**config.mk**
```make
export PLATFORM = sky130hd
export DESIGN_NAME = sha256_msg_padder
export DESIGN_NICKNAME = d
export VERILOG_FILES = /design/src/rtl/sha256_msg_padder.sv
export SDC_FILE = /design/constraint.sdc
export NUM_CORES = 1
export LEC_CHECK = 0
export ABC_CLOCK_PERIOD_IN_PS = 4900
export CAP_MARGIN = 40
export CORE_UTILIZATION = 56
export CTS_CLUSTER_DIAMETER = 100
export DETAILED_ROUTE_END_ITERATION = 16
export GPL_ROUTABILITY_DRIVEN = 0
export PLACE_DENSITY_LB_ADDON = 0.2
export RECOVER_POWER = 50
export SYNTH_ARGS = -nofsm -noshare
export SYNTH_HDL_FRONTEND = slang
export SYNTH_SLANG_ARGS = --single-unit
```
**constraint.sdc**
```tcl
create_clock -name clk -period 4.9 [get_ports clk]
set_input_delay 1.225 -clock clk [delete_from_list [all_inputs] [get_ports clk]]
set_output_delay 1.225 -clock clk [all_outputs]
set_load 0.1 [all_outputs]
```
**src/rtl/sha256_msg_padder.sv**
```systemverilog
// SHA-256 message padder: packs a byte-granular word stream into padded 512-bit blocks
// emitted as 16 back-to-back words. Optional macro SHA256_PADDER_BSWAP_EN selects little-endian input bytes.
module sha256_msg_padder #(
    parameter int unsigned LEN_W = 64
) (
    input  logic        clk,
    input  logic        rst_n,
    input  logic        in_valid_i,
    output logic        in_ready_o,
    input  logic [31:0] in_data_i,
    input  logic        in_last_i,
    input  logic [2:0]  in_bytes_i,
    input  logic        blk_ready_i,
    output logic        ld_o,
    output logic [31:0] M_o,
    output logic        blk_first_o,
    output logic        blk_last_o,
    output logic        busy_o
);

    localparam int unsigned WORDS = 16;

    typedef enum logic [2:0] {S_FILL, S_PAD, S_LEN, S_WAIT, S_EMIT} state_t;

    state_t             state;
    logic [4:0]         wcnt;
    logic [3:0]         ecnt;
    logic [LEN_W-1:0]   bitcnt;
    logic               pend80;
    logic               final_blk;
    logic               padding;
    logic               first;
    logic [31:0]        blk_buf [WORDS];

    logic [31:0]        din_c;
    logic [31:0]        mask_c;
    logic [31:0]        marker_c;
    logic               short_c;
    logic               acc_c;
    logic [4:0]         wcnt_inc_c;
    logic [63:0]        len64_c;
    logic               wr_en_c;
    logic [31:0]        wr_data_c;

`ifdef SHA256_PADDER_BSWAP_EN
    assign din_c = {in_data_i[7:0], in_data_i[15:8], in_data_i[23:16], in_data_i[31:24]};
`else
    assign din_c = in_data_i;
`endif

    assign short_c    = (in_bytes_i < 3'd4);
    assign acc_c      = in_valid_i & in_ready_o;
    assign wcnt_inc_c = wcnt + 5'd1;
    assign len64_c    = 64'(bitcnt);

    // Keep the leading n bytes of a short tail word and place the 0x80 marker right after them.
    always_comb begin
        mask_c   = 32'h0000_0000;
        marker_c = 32'h8000_0000;
        case (in_bytes_i[1:0])
            2'd1:    begin mask_c = 32'hFF00_0000; marker_c = 32'h0080_0000; end
            2'd2:    begin mask_c = 32'hFFFF_0000; marker_c = 32'h0000_8000; end
            2'd3:    begin mask_c = 32'hFFFF_FF00; marker_c = 32'h0000_0080; end
            default: begin mask_c = 32'h0000_0000; marker_c = 32'h8000_0000; end
        endcase
    end

    // Single buffer write port, always addressed by the fill index.
    always_comb begin
        wr_en_c   = 1'b0;
        wr_data_c = 32'h0;
        case (state)
            S_FILL: begin
                if (acc_c) begin
                    wr_en_c   = 1'b1;
                    wr_data_c = (in_last_i && short_c) ? ((din_c & mask_c) | marker_c) : din_c;
                end
            end
            S_PAD: begin
                if (pend80 || (wcnt != 5'd14)) begin
                    wr_en_c   = 1'b1;
                    wr_data_c = pend80 ? 32'h8000_0000 : 32'h0;
                end
            end
            S_LEN: begin
                wr_en_c   = 1'b1;
                wr_data_c = wcnt[0] ? len64_c[31:0] : len64_c[63:32];
            end
            default: ;
        endcase
    end

    always_ff @(posedge clk) begin
        if (wr_en_c) blk_buf[wcnt[3:0]] <= wr_data_c;
    end

    always_ff @(posedge clk or negedge rst_n) begin
        if (!rst_n) begin
            state       <= S_FILL;
            wcnt        <= 5'd0;
            ecnt        <= 4'd0;
            bitcnt      <= '0;
            pend80      <= 1'b0;
            final_blk   <= 1'b0;
            padding     <= 1'b0;
            first       <= 1'b1;
            in_ready_o  <= 1'b1;
            ld_o        <= 1'b0;
            M_o         <= 32'h0;
            blk_first_o <= 1'b0;
            blk_last_o  <= 1'b0;
            busy_o      <= 1'b0;
        end else begin
            case (state)
                S_FILL: begin
                    if (acc_c) begin
                        wcnt   <= wcnt_inc_c;
                        busy_o <= 1'b1;
                        if (in_last_i && short_c) begin
                            bitcnt     <= bitcnt + LEN_W'({in_bytes_i, 3'b000});
                            padding    <= 1'b1;
                            in_ready_o <= 1'b0;
                            if (wcnt == 5'd15)      state <= S_WAIT;
                            else if (wcnt == 5'd13) state <= S_LEN;
                            else                    state <= S_PAD;
                        end else begin
                            bitcnt <= bitcnt + LEN_W'(32);
                            if (in_last_i) begin
                                pend80  <= 1'b1;
                                padding <= 1'b1;
                            end
                            if (wcnt == 5'd15) begin
                                state      <= S_WAIT;
                                in_ready_o <= 1'b0;
                            end else if (in_last_i) begin
                                state      <= S_PAD;
                                in_ready_o <= 1'b0;
                            end
                        end
                    end
                end
                S_PAD: begin
                    if (!pend80 && (wcnt == 5'd14)) begin
                        state <= S_LEN;
                    end else begin
                        pend80 <= 1'b0;
                        wcnt   <= wcnt_inc_c;
                        if (wcnt_inc_c == 5'd16)      state <= S_WAIT;
                        else if (wcnt_inc_c == 5'd14) state <= S_LEN;
                    end
                end
                S_LEN: begin
                    wcnt <= wcnt_inc_c;
                    if (wcnt == 5'd15) begin
                        final_blk <= 1'b1;
                        state     <= S_WAIT;
                    end
                end
                S_WAIT: begin
                    if (blk_ready_i) begin
                        state       <= S_EMIT;
                        ecnt        <= 4'd0;
                        ld_o        <= 1'b1;
                        M_o         <= blk_buf[0];
                        blk_first_o <= first;
                        blk_last_o  <= 1'b0;
                    end
                end
                S_EMIT: begin
                    if (ecnt == 4'd15) begin
                        ld_o        <= 1'b0;
                        M_o         <= 32'h0;
                        blk_first_o <= 1'b0;
                        blk_last_o  <= 1'b0;
                        wcnt        <= 5'd0;
                        ecnt        <= 4'd0;
                        first       <= final_blk;
                        if (final_blk) begin
                            state      <= S_FILL;
                            in_ready_o <= 1'b1;
                            bitcnt     <= '0;
                            final_blk  <= 1'b0;
                            padding    <= 1'b0;
                            busy_o     <= 1'b0;
                        end else if (padding) begin
                            state <= S_PAD;
                        end else begin
                            state      <= S_FILL;
                            in_ready_o <= 1'b1;
                        end
                    end else begin
                        ecnt        <= ecnt + 4'd1;
                        M_o         <= blk_buf[ecnt + 4'd1];
                        blk_first_o <= 1'b0;
                        blk_last_o  <= final_blk && (ecnt == 4'd14);
                    end
                end
                default: begin
                    state      <= S_FILL;
                    in_ready_o <= 1'b1;
                end
            endcase
        end
    end

endmodule

```
==> results by group, run 1 <==
Setup path
  • Startpoint types: input pin
  • CP endpoint kind: register
  • Largest fanout on the critical path: 33
  • Worst path arrival time: 4480 ps
  • CP required: around 5400 ps
  • Kind of critical path: in -> reg

Die
  • # IOs: between 70 and 80
  • Die X: 219 microns
  • Cell Rows: between 70 and 80
  • Die Span Y: 219 microns
  • Initial Util: 0.567
  • Core area: between 40,000 and 50,000 sq um
  • Die area: 48,000 sq um

Cells and area
  • Design Area, Final: about 31,000 sq um
  • # fillers: 3,219
  • Share of cells above drive strength 1: 0.157
  • NumNets Final: just under 2,000
  • # diodes: 0
  • Synth-to-Final Area Change: 15.9%
  • Most frequent cells in the layout: edfxtp_1 (512), nand2_1 (290), a21oi_1 (131)
  • Non-filler cells, final: around 2,600
  • Commonest non-fill, non-tap cell in the layout: edfxtp_1

Placement
  • PortBufs: 76
  • Area after DPL: roughly 29,000 sq um
  • DP HPWL: ~41,000 microns
  • Pre-CTS setup slack: just over 900 ps
  • Placed insts: approximately 2,500

Clock tree
  • Post-CTS Repair Setup Buffers: 0
  • Post-cts sizing count: 0
  • CTS Buffer Depth: 3
  • Worst-Skew Late Latency: a little under 600 ps
  • Clock Pin Slew Worst Setup and Hold Paths: about 60 ps
  • CTS Hold Buffers Added: 0
  • Sink Count: about 630
  • TritonCTS clock tree: done
  • CTS Root Cell: clkbuf_16
  • Num CTS Buffers: between 60 and 70
  • H-tree levels: 3

Pwr
  • Gate power share: 0.325
  • Tot Pwr: ~18,000 uW
  • Leak: roughly 0.011 uW
  • Pwr/cell area: between 500 and 600 nW/um^2
  • VDD IR max: 0.350 mV
  • Power share of the clock group: 0.279
  • Internal power: approximately 12,000 uW
  • Sw power: slightly above 6000 uW
  • Flop pwr share: 0.396
  • Sw Ratio: 0.345

Logic synthesis
  • Ys flop type: edfxtp_1
  • FF+latch count, synth: roughly 630
  • Post-synthesis async set-or-reset flop share: 0.182
  • Synth Warn #: 0
  • Mapped Nets: 1,824
  • Post-Syn Instances: 1,772
  • Post-synth EDFFs: approximately 510
  • Synth cell types: just over 60
  • Register area share after synthesis: 0.690
  • Avg Cell Area, Syn: around 15 sq um
  • Cell Area, Synth: 26,400 sq um

Outcome
  • Violated checks: capacitance limit, slew limit
  • Status: complete, but fails checks

GRT
  • First-pass GRT wire length: between 100,000 and 150,000 microns
  • Vias in the first global route: around 17,000
  • Largest net degree at the start of global routing: between 60 and 70
  • Total GRT Usage: 0.296
  • Total gr overflow: 0
  • Initial antenna violation count: 0

STA
  • Max Freq: 253 MHz
  • Fin crit share: 0.806
  • Slew @ Worst Pin: 2680 ps
  • Finish-stage setup viols: 0
  • Skew final: 14.6 ps
  • Final Max Slew Viols: 149
  • Setup_tns: 0 ps
  • Final worst slack: between 900 and 1000 ps
  • Unrepaired setup endpoints after global routing: false
  • Final hold violation count: 0
  • Post-layout min period: 3950 ps
  • Normalized max-slew margin: -0.786

Min path
  • Min-Delay Path Class: reg -> reg

Flow run
  • Max_cap viols: 6

Detailed routing
  • Remaining antenna violation count: 0
  • Final WL: just under 70,000 microns
  • DR vias/cell: about 6.5
  • Drt pass-1 iters: 7
  • Initial DRC Count: 1,961
  • Vias: approximately 17,000
  • Post-DR wirelength/cell: roughly 26 microns
  • Residual DRC: 0
## Yosys cell counts (9+ instances only)
cell type,number,area share
and3_1,22,0.0052
mux4_2,128,0.11
a21oi_1,131,0.025
nor2_1,34,0.0048
inv_1,16,0.0023
ha_1,11,0.0052
nor3_1,21,0.0040
or3_1,35,0.0083
buf_2,17,0.0032
nand2_1,290,0.041
nand3_1,36,0.0068
and4_1,11,0.0036
mux2i_1,29,0.011
a31oi_1,24,0.0057
buf_1,11,0.0016
clkbuf_1,76,0.011
o21ai_0,114,0.022
edfxtp_1,512,0.58
dfrtp_1,112,0.11
nor4_1,9,0.0021
nand4_1,33,0.0078
## cells by family (layout without fill, tap and decap cells)
family                     Yosys count  in the layout  synth area share
adders and majority gates           12             12           0.00597
xor gates and xnor gates             6              6           0.00199
DFF                                626            626             0.690
and+or+nand+nor                    530            530            0.0956
muxes                              158            158             0.121
buffers and inverters              122            330            0.0182
AOI/OAI and AO/OA                  318            318            0.0676
## stage by stage
| stage | util | hold WS, ps |
|---|---|---|
| 2_1_floorplan | - | 439 |
| 3_3_place_gp | 0.608 | 452 |
| 5_1_grt | 0.658 | 512 |
| 6_report | 0.658 | 467 |
| 4_1_cts | 0.669 | 470 |
| 3_5_place_dp | 0.623 | 461 |
## power by group through the flow
| stage | sequential (uW) | combinational (uW) | clock (uW) |
|---|---|---|---|
| floorplan | 7880 | 3250 | 0 |
| global placement | 7130 | 5610 | 0 |
| detailed placement | 7170 | 6170 | 0 |
| CTS | 7070 | 6200 | 5040 |
| global route | 7140 | 6180 | 5260 |
| finish | 7080 | 5820 | 5000 |
## routing by layer
metal,routed length [microns],track usage
met1,26700,0.409
met2,33100,0.471
met3,6660,0.0557
met4,2020,0.110
met5,0,0
## sequential cells by signal (all words and copies together), names as in the netlist, 3 cells and up
| register | count |
|---|---|
| blk_buf | 512 |
| wcnt | 5 |
| M_o | 32 |
| state | 3 |
| bitcnt | 61 |
| ecnt | 4 |
## cell type report
class | count | area [sq um] | share of cell area
Sequential cell | 626 | 18200 | 0.595
Multi-Input combinational cell | 1024 | 7800 | 0.255
Clock buffer | 91 | 1850 | 0.0603
Timing Repair Buffer | 194 | 1600 | 0.0523
Tap cell | 607 | 759 | 0.0248
Clock inverter | 29 | 322 | 0.0105
Inverter | 16 | 60.1 | 0.00196
## final timing paths
path	from	to	slack, ps	cells past startpoint
max	blk_ready_i	M_o[29]$_DFFE_PN0P_	950	6
min	first$_DFFE_PN1P_	first$_DFFE_PN1P_	470	2
max reg2reg	state[0]$_DFFE_PN0P_	blk_buf[13][11]$_DFFE_PP_	1180	6
min reg2reg	first$_DFFE_PN1P_	first$_DFFE_PN1P_	470	2
max in group asynchronous	rst_n	ecnt[0]$_DFFE_PN0P_	1520	2
min in group asynchronous	rst_n	bitcnt[61]$_DFFE_PN0P_	630	1
## critical path: stages
cell and delay [ps]:
dlygate4sd3_1 640, nand3_2 100, clkbuf_1 1900, nand2_1 250
a21oi_1 230, or3_1 120
No activity file was read; power rests on OpenSTA's default activity.
==> run 2: changes to the inputs <==
--- a/config.mk
+++ b/config.mk
@@ -5,7 +5,7 @@
 export SDC_FILE = /design/constraint.sdc
 export NUM_CORES = 1
 export LEC_CHECK = 0
-export ABC_CLOCK_PERIOD_IN_PS = 4900
+export ABC_CLOCK_PERIOD_IN_PS = 3200
 export CAP_MARGIN = 40
 export CORE_UTILIZATION = 56
 export CTS_CLUSTER_DIAMETER = 100
==> constraint.sdc (replaced) <==
create_clock -name clk -period 3.2 [get_ports clk]
set_input_delay 0.8 -clock clk [delete_from_list [all_inputs] [get_ports clk]]
set_output_delay 0.8 -clock clk [all_outputs]
set_load 0.1 [all_outputs]
==> run 2 against run 1 <==
  * The flow still finishes with violations (capacitance limit, slew limit)
  * Global-route usage down 0.80 points
  * Non-clock buffer count shrank 6
  * Via count shrank 1.3%
  * Sequential share of layout area rose by 0.30 points
  * Final area fell by 0.49%
==> results by group, run 2 (synthesis gave the netlist of run 1 again) <==
Outcome
  • Status: complete, but fails checks
  • Violated checks: capacitance limit, slew limit

GRT
  • Total GRT Usage: 0.288
  • Vias in the first global route: 16,813
  • Total gr overflow: 0
  • Largest net degree at the start of global routing: 84
  • First-pass GRT wire length: 102,000 microns
  • Initial antenna violation count: 2

Clock tree
  • CTS Hold Buffers Added: 0
  • H-tree levels: 2
  • Worst-Skew Late Latency: around 620 ps
  • CTS Buffer Depth: 3
  • Sink Count: ~630
  • Post-cts sizing count: 0
  • CTS Root Cell: clkbuf_16
  • Post-CTS Repair Setup Buffers: 0
  • Clock Pin Slew Worst Setup and Hold Paths: roughly 60 ps
  • TritonCTS clock tree: done
  • Num CTS Buffers: 61

Detailed routing
  • Post-DR wirelength/cell: approximately 26 microns
  • Initial DRC Count: 1,935
  • DR vias/cell: 6.43
  • Vias: approximately 17,000
  • Final WL: about 67,000 microns
  • Remaining antenna violation count: 0
  • Residual DRC: 0
  • Drt pass-1 iters: 5

STA
  • Final worst slack: about 170 ps
  • Final hold violation count: 0
  • Setup_tns: 0 ps
  • Normalized max-slew margin: -0.178
  • Post-layout min period: approximately 3000 ps
  • Slew @ Worst Pin: approximately 1800 ps
  • Max Freq: about 330 MHz
  • Finish-stage setup viols: 0
  • Skew final: about 13 ps
  • Final Max Slew Viols: roughly 60
  • Fin crit share: 0.946
  • Unrepaired setup endpoints after global routing: false

Cells and area
  • Largest register FFs: roughly 510
  • Commonest non-fill, non-tap cell in the layout: edfxtp_1
  • Design Area, Final: between 30,000 and 40,000 sq um
  • Share of cells above drive strength 1: 0.187
  • Most frequent cells in the layout: edfxtp_1 (512), nand2_1 (290), a21oi_1 (131)
  • NumNets Final: 1,969
  • Non-filler cells, final: 2,577
  • Synth-to-Final Area Change: 15.3%

Pwr
  • Tot Pwr: between 20,000 and 30,000 uW
  • Pwr/cell area: approximately 880 nW/um^2
  • VDD IR max: around 0.58 mV
  • Leak: between 0.01 and 0.015 uW

Die
  • Die area: between 40,000 and 50,000 sq um
  • # IOs: between 70 and 80
  • Core area: around 47,000 sq um
  • Die Span Y: 219 microns
  • Cell Rows: 79
  • Initial Util: 0.567
  • Die X: between 200 and 250 microns

Setup path
  • Kind of critical path: reg -> reg
  • CP endpoint kind: register
  • CP required: around 3500 ps
  • Largest fanout on the critical path: 20
  • Startpoint types: register
  • Worst path arrival time: about 3300 ps

Flow run
  • Max_cap viols: 1

Placement
  • DP HPWL: 40,300 microns
  • Placed insts: 2,461
  • Pre-CTS setup slack: roughly 5.0 ps
  • Area after DPL: between 20,000 and 30,000 sq um
  • PortBufs: 76

Min path
  • Min-Delay Path Class: reg -> reg
run 2: changes by cell type in the layout (fill, tap and decap cells not counted), moves of 7 or more:
cell | previous run | this run
clkdlybuf4s50_1 | 72 | 38
clkbuf_1 | 77 | 53
buf_4 | 43 | 62
clkbuf_2 | 0 | 19
buf_12 | 7 | 25
clkinv_2 | 6 | 18
clkbuf_16 | 68 | 61
run 2: path summary, 6_finish.rpt:
kind	cells past startpoint	slack (ps)	startpoint	endpoint
min reg2reg	2	470	first$_DFFE_PN1P_	first$_DFFE_PN1P_
min	2	470	first$_DFFE_PN1P_	first$_DFFE_PN1P_
min in group asynchronous	1	630	rst_n	bitcnt[29]$_DFFE_PN0P_
max reg2reg	6	170	state[2]$_DFFE_PN0P_	blk_buf[13][18]$_DFFE_PP_
max in group asynchronous	2	1050	rst_n	bitcnt[7]$_DFFE_PN0P_
max	6	170	state[2]$_DFFE_PN0P_	blk_buf[13][18]$_DFFE_PP_
run 2: per-stage QoR:
stage               hold WS [ps]  utilization
finish                       472        0.655
global route                 506        0.654
CTS                          195        0.661
detailed placement           461        0.618
global placement             448        0.618
floorplan                    439            -
run 2: cell type report:
type	count	area, sq um
clock inverters	38	345
multi-input cells	1024	7830
fillers	3241	16100
flip-flops and latches	626	18200
diodes	1	2.50
clock buffers	77	1630
well taps	607	759
repair buffers	188	1620
inverters	16	60.1
run 2: metal layers:
metal	GRT usage	vias up	share of wire
met3	0.0513	128	0.094
met1	0.404	8395	0.40
met4	0.0924	0	0.031
met2	0.461	849	0.48
li1	-	7186	-
met5	0	-	0
run 2: worst max-delay path, cell delays in order (launching register included):
cell and delay (ps):
dfrtp_1 500, nor3_1 600, nor2b_1 390, nor3_1 150, buf_4 190, nor3_1 300
clkbuf_4 520
run 2: report_power, final:
group | total, uW | internal (uW) | switching, uW
clock | 7120 | 4070 | 3050
sequential | 10700 | 10200 | 527
combinational | 8840 | 3100 | 5740
total | 26700 | 17400 | 9310
==> run 3: changes to the inputs <==
--- a/config.mk
+++ b/config.mk
@@ -7,7 +7,9 @@
 export LEC_CHECK = 0
 export ABC_CLOCK_PERIOD_IN_PS = 3200
 export CAP_MARGIN = 40
-export CORE_UTILIZATION = 56
+export CELL_PAD_IN_SITES_DETAIL_PLACEMENT = 0
+export CELL_PAD_IN_SITES_GLOBAL_PLACEMENT = 1
+export CORE_UTILIZATION = 47
 export CTS_CLUSTER_DIAMETER = 100
 export DETAILED_ROUTE_END_ITERATION = 16
 export GPL_ROUTABILITY_DRIVEN = 0
==> run 3 against run 2 <==
  * The run still ends with capacitance limit, slew limit left
  * Via count is 1.0% lower
  * Non-clock buffer count is 2 lower
  * First-iteration DRC count is 23% lower
  * Critical path type unchanged
  * Largest cell class unchanged
==> results by group, run 3 (synthesis gave the netlist of run 1 again) <==
Die
  • Initial Util: 0.478
  • # IOs: 77
  • Cell Rows: 86
  • Die X: around 240 microns
  • Die area: approximately 57,000 sq um
  • Core area: 55,300 sq um
  • Die Span Y: roughly 240 microns

Clock tree
  • TritonCTS clock tree: done
  • Sink Count: between 600 and 700
  • CTS Root Cell: clkbuf_16
  • Worst-Skew Late Latency: roughly 600 ps
  • Post-cts sizing count: 0
  • H-tree levels: 3
  • CTS Buffer Depth: 3
  • Post-CTS Repair Setup Buffers: 0
  • CTS Hold Buffers Added: 0
  • Num CTS Buffers: just under 70
  • Clock Pin Slew Worst Setup and Hold Paths: ~60 ps

Setup path
  • Crit path to: M_o[8]$_DFFE_PN0P_
  • Worst Setup SP: ecnt[0]$_DFFE_PN0P_
  • CP endpoint kind: register
  • WP buf/inv: 2
  • CP Depth: 7
  • CP required: 3670 ps
  • Reg-to-Reg End: M_o[8]$_DFFE_PN0P_
  • Worst R2R Start: ecnt[0]$_DFFE_PN0P_
  • Setup slack, reg-to-reg: between 200 and 300 ps
  • Kind of critical path: reg -> reg
  • Startpoint types: register
  • Worst path arrival time: roughly 3400 ps
  • Reg2reg path depth: 7
  • Slowest CP cell: clkbuf_2
  • Largest fanout on the critical path: 26
  • Peak per-stage delay on the critical path: around 660 ps
  • CP Cell Sequence: inv_1 -> ha_4 -> clkbuf_2 -> mux4_2 -> nand2_1 -> a21oi_1 -> or3_1
  • Family with the most delay on the worst path: buffers and inverters

Detailed routing
  • Final WL: 69,700 microns
  • DR vias/cell: 6.02
  • Post-DR wirelength/cell: 25.6 microns
  • Drt pass-1 iters: 5
  • Residual DRC: 0
  • Initial DRC Count: ~1,500
  • Vias: ~16,000
  • Remaining antenna violation count: 0

Placement
  • Placed insts: approximately 2,600
  • PortBufs: 76
  • DP HPWL: between 40,000 and 50,000 microns

GRT
  • First-pass GRT wire length: between 100,000 and 150,000 microns
  • Largest net degree at the start of global routing: 63
  • Vias in the first global route: ~16,000
  • Initial antenna violation count: 1
  • Total gr overflow: 0
  • Total GRT Usage: 0.251

STA
  • Final hold violation count: 0
  • Skew final: around 17 ps
  • Max Freq: roughly 340 MHz
  • Post-layout min period: ~2900 ps
  • Slew @ Worst Pin: roughly 1600 ps
  • Fin crit share: 0.914
  • Unrepaired setup endpoints after global routing: false
  • Normalized max-slew margin: -0.0848
  • Final Max Slew Viols: 56
  • Finish-stage setup viols: 0
  • WHS: ~470 ps
  • Setup_tns: 0 ps

Cells and area
  • Synth-to-Final Area Change: 17.2%
  • Area of the multi-input gates: 7840 sq um
  • Storage element area: 18,200 sq um
  • Most frequent cells in the layout: edfxtp_1 (512), nand2_1 (290), a21oi_1 (131)
  • Non-filler cells, final: about 2,700
  • Share of cells above drive strength 1: 0.182
  • Fin util: 0.560
  • # fillers: about 4,400
  • # diodes: 0
  • Largest register FFs: slightly above 500
  • NumNets Final: 1,974
  • Commonest non-fill, non-tap cell in the layout: edfxtp_1

Pwr
  • VDD IR max: between 0.7 and 0.8 mV
  • Pwr/cell area: about 900 nW/um^2
  • Tot Pwr: ~28,000 uW
  • Leak: about 0.011 uW

Outcome
  • Status: complete, but fails checks
  • Violated checks: capacitance limit, slew limit

Min path
  • Min-Delay Path Class: reg -> reg

Flow run
  • Max_cap viols: 1
## run 3: worst min path at each step
stage / start / to / cells after the start
final: first$_DFFE_PN1P_ / first$_DFFE_PN1P_ / 2
after global routing: first$_DFFE_PN1P_ / first$_DFFE_PN1P_ / 2
after detailed placement: first$_DFFE_PN1P_ / first$_DFFE_PN1P_ / 2
after floorplan: first$_DFFE_PN1P_ / first$_DFFE_PN1P_ / 2
after CTS: rst_n / blk_first_o$_DFFE_PN0P_ / 1
after global placement: first$_DFFE_PN1P_ / first$_DFFE_PN1P_ / 2
## run 3: worst register-to-register path, cell delays in order (launching register included)
cell	delay (ps)
dfrtp_1	600
inv_1	140
ha_4	380
clkbuf_2	670
mux4_2	440
nand2_1	90
a21oi_1	100
or3_1	380
## run 3: stage by stage
step	cell area, sq um	setup slack, ps
2_1_floorplan	26500	-84.2
3_3_place_gp	29000	46.4
3_5_place_dp	29000	-40.6
4_1_cts	31300	513
5_1_grt	31000	161
6_report	31000	275
## run 3: final cells by class
cell class | instances | share of cell area
clock inverter | 28 | 0.0101
multi-input combinational | 1024 | 0.253
clock buffer | 96 | 0.0637
timing repair buffer | 186 | 0.0524
sequential | 626 | 0.589
inverter | 16 | 0.00194
tap | 748 | 0.0302
## run 3: routing by layer
metal | global-route usage | wire length, microns | vias to the layer above | part of all wire
met5 | 0 | 0 | - | 0
met3 | 0.0389 | 4660 | 90 | 0.067
li1 | - | - | 7204 | -
met2 | 0.403 | 34000 | 587 | 0.49
met4 | 0.0748 | 1430 | 0 | 0.021
met1 | 0.355 | 29600 | 8508 | 0.43
## run 3: power breakdown
| part | total (uW) | internal [uW] | switching [uW] |
|---|---|---|---|
| clock | 8000 | 4800 | 3200 |
| combinational | 8840 | 3100 | 5740 |
| sequential | 10800 | 10200 | 549 |
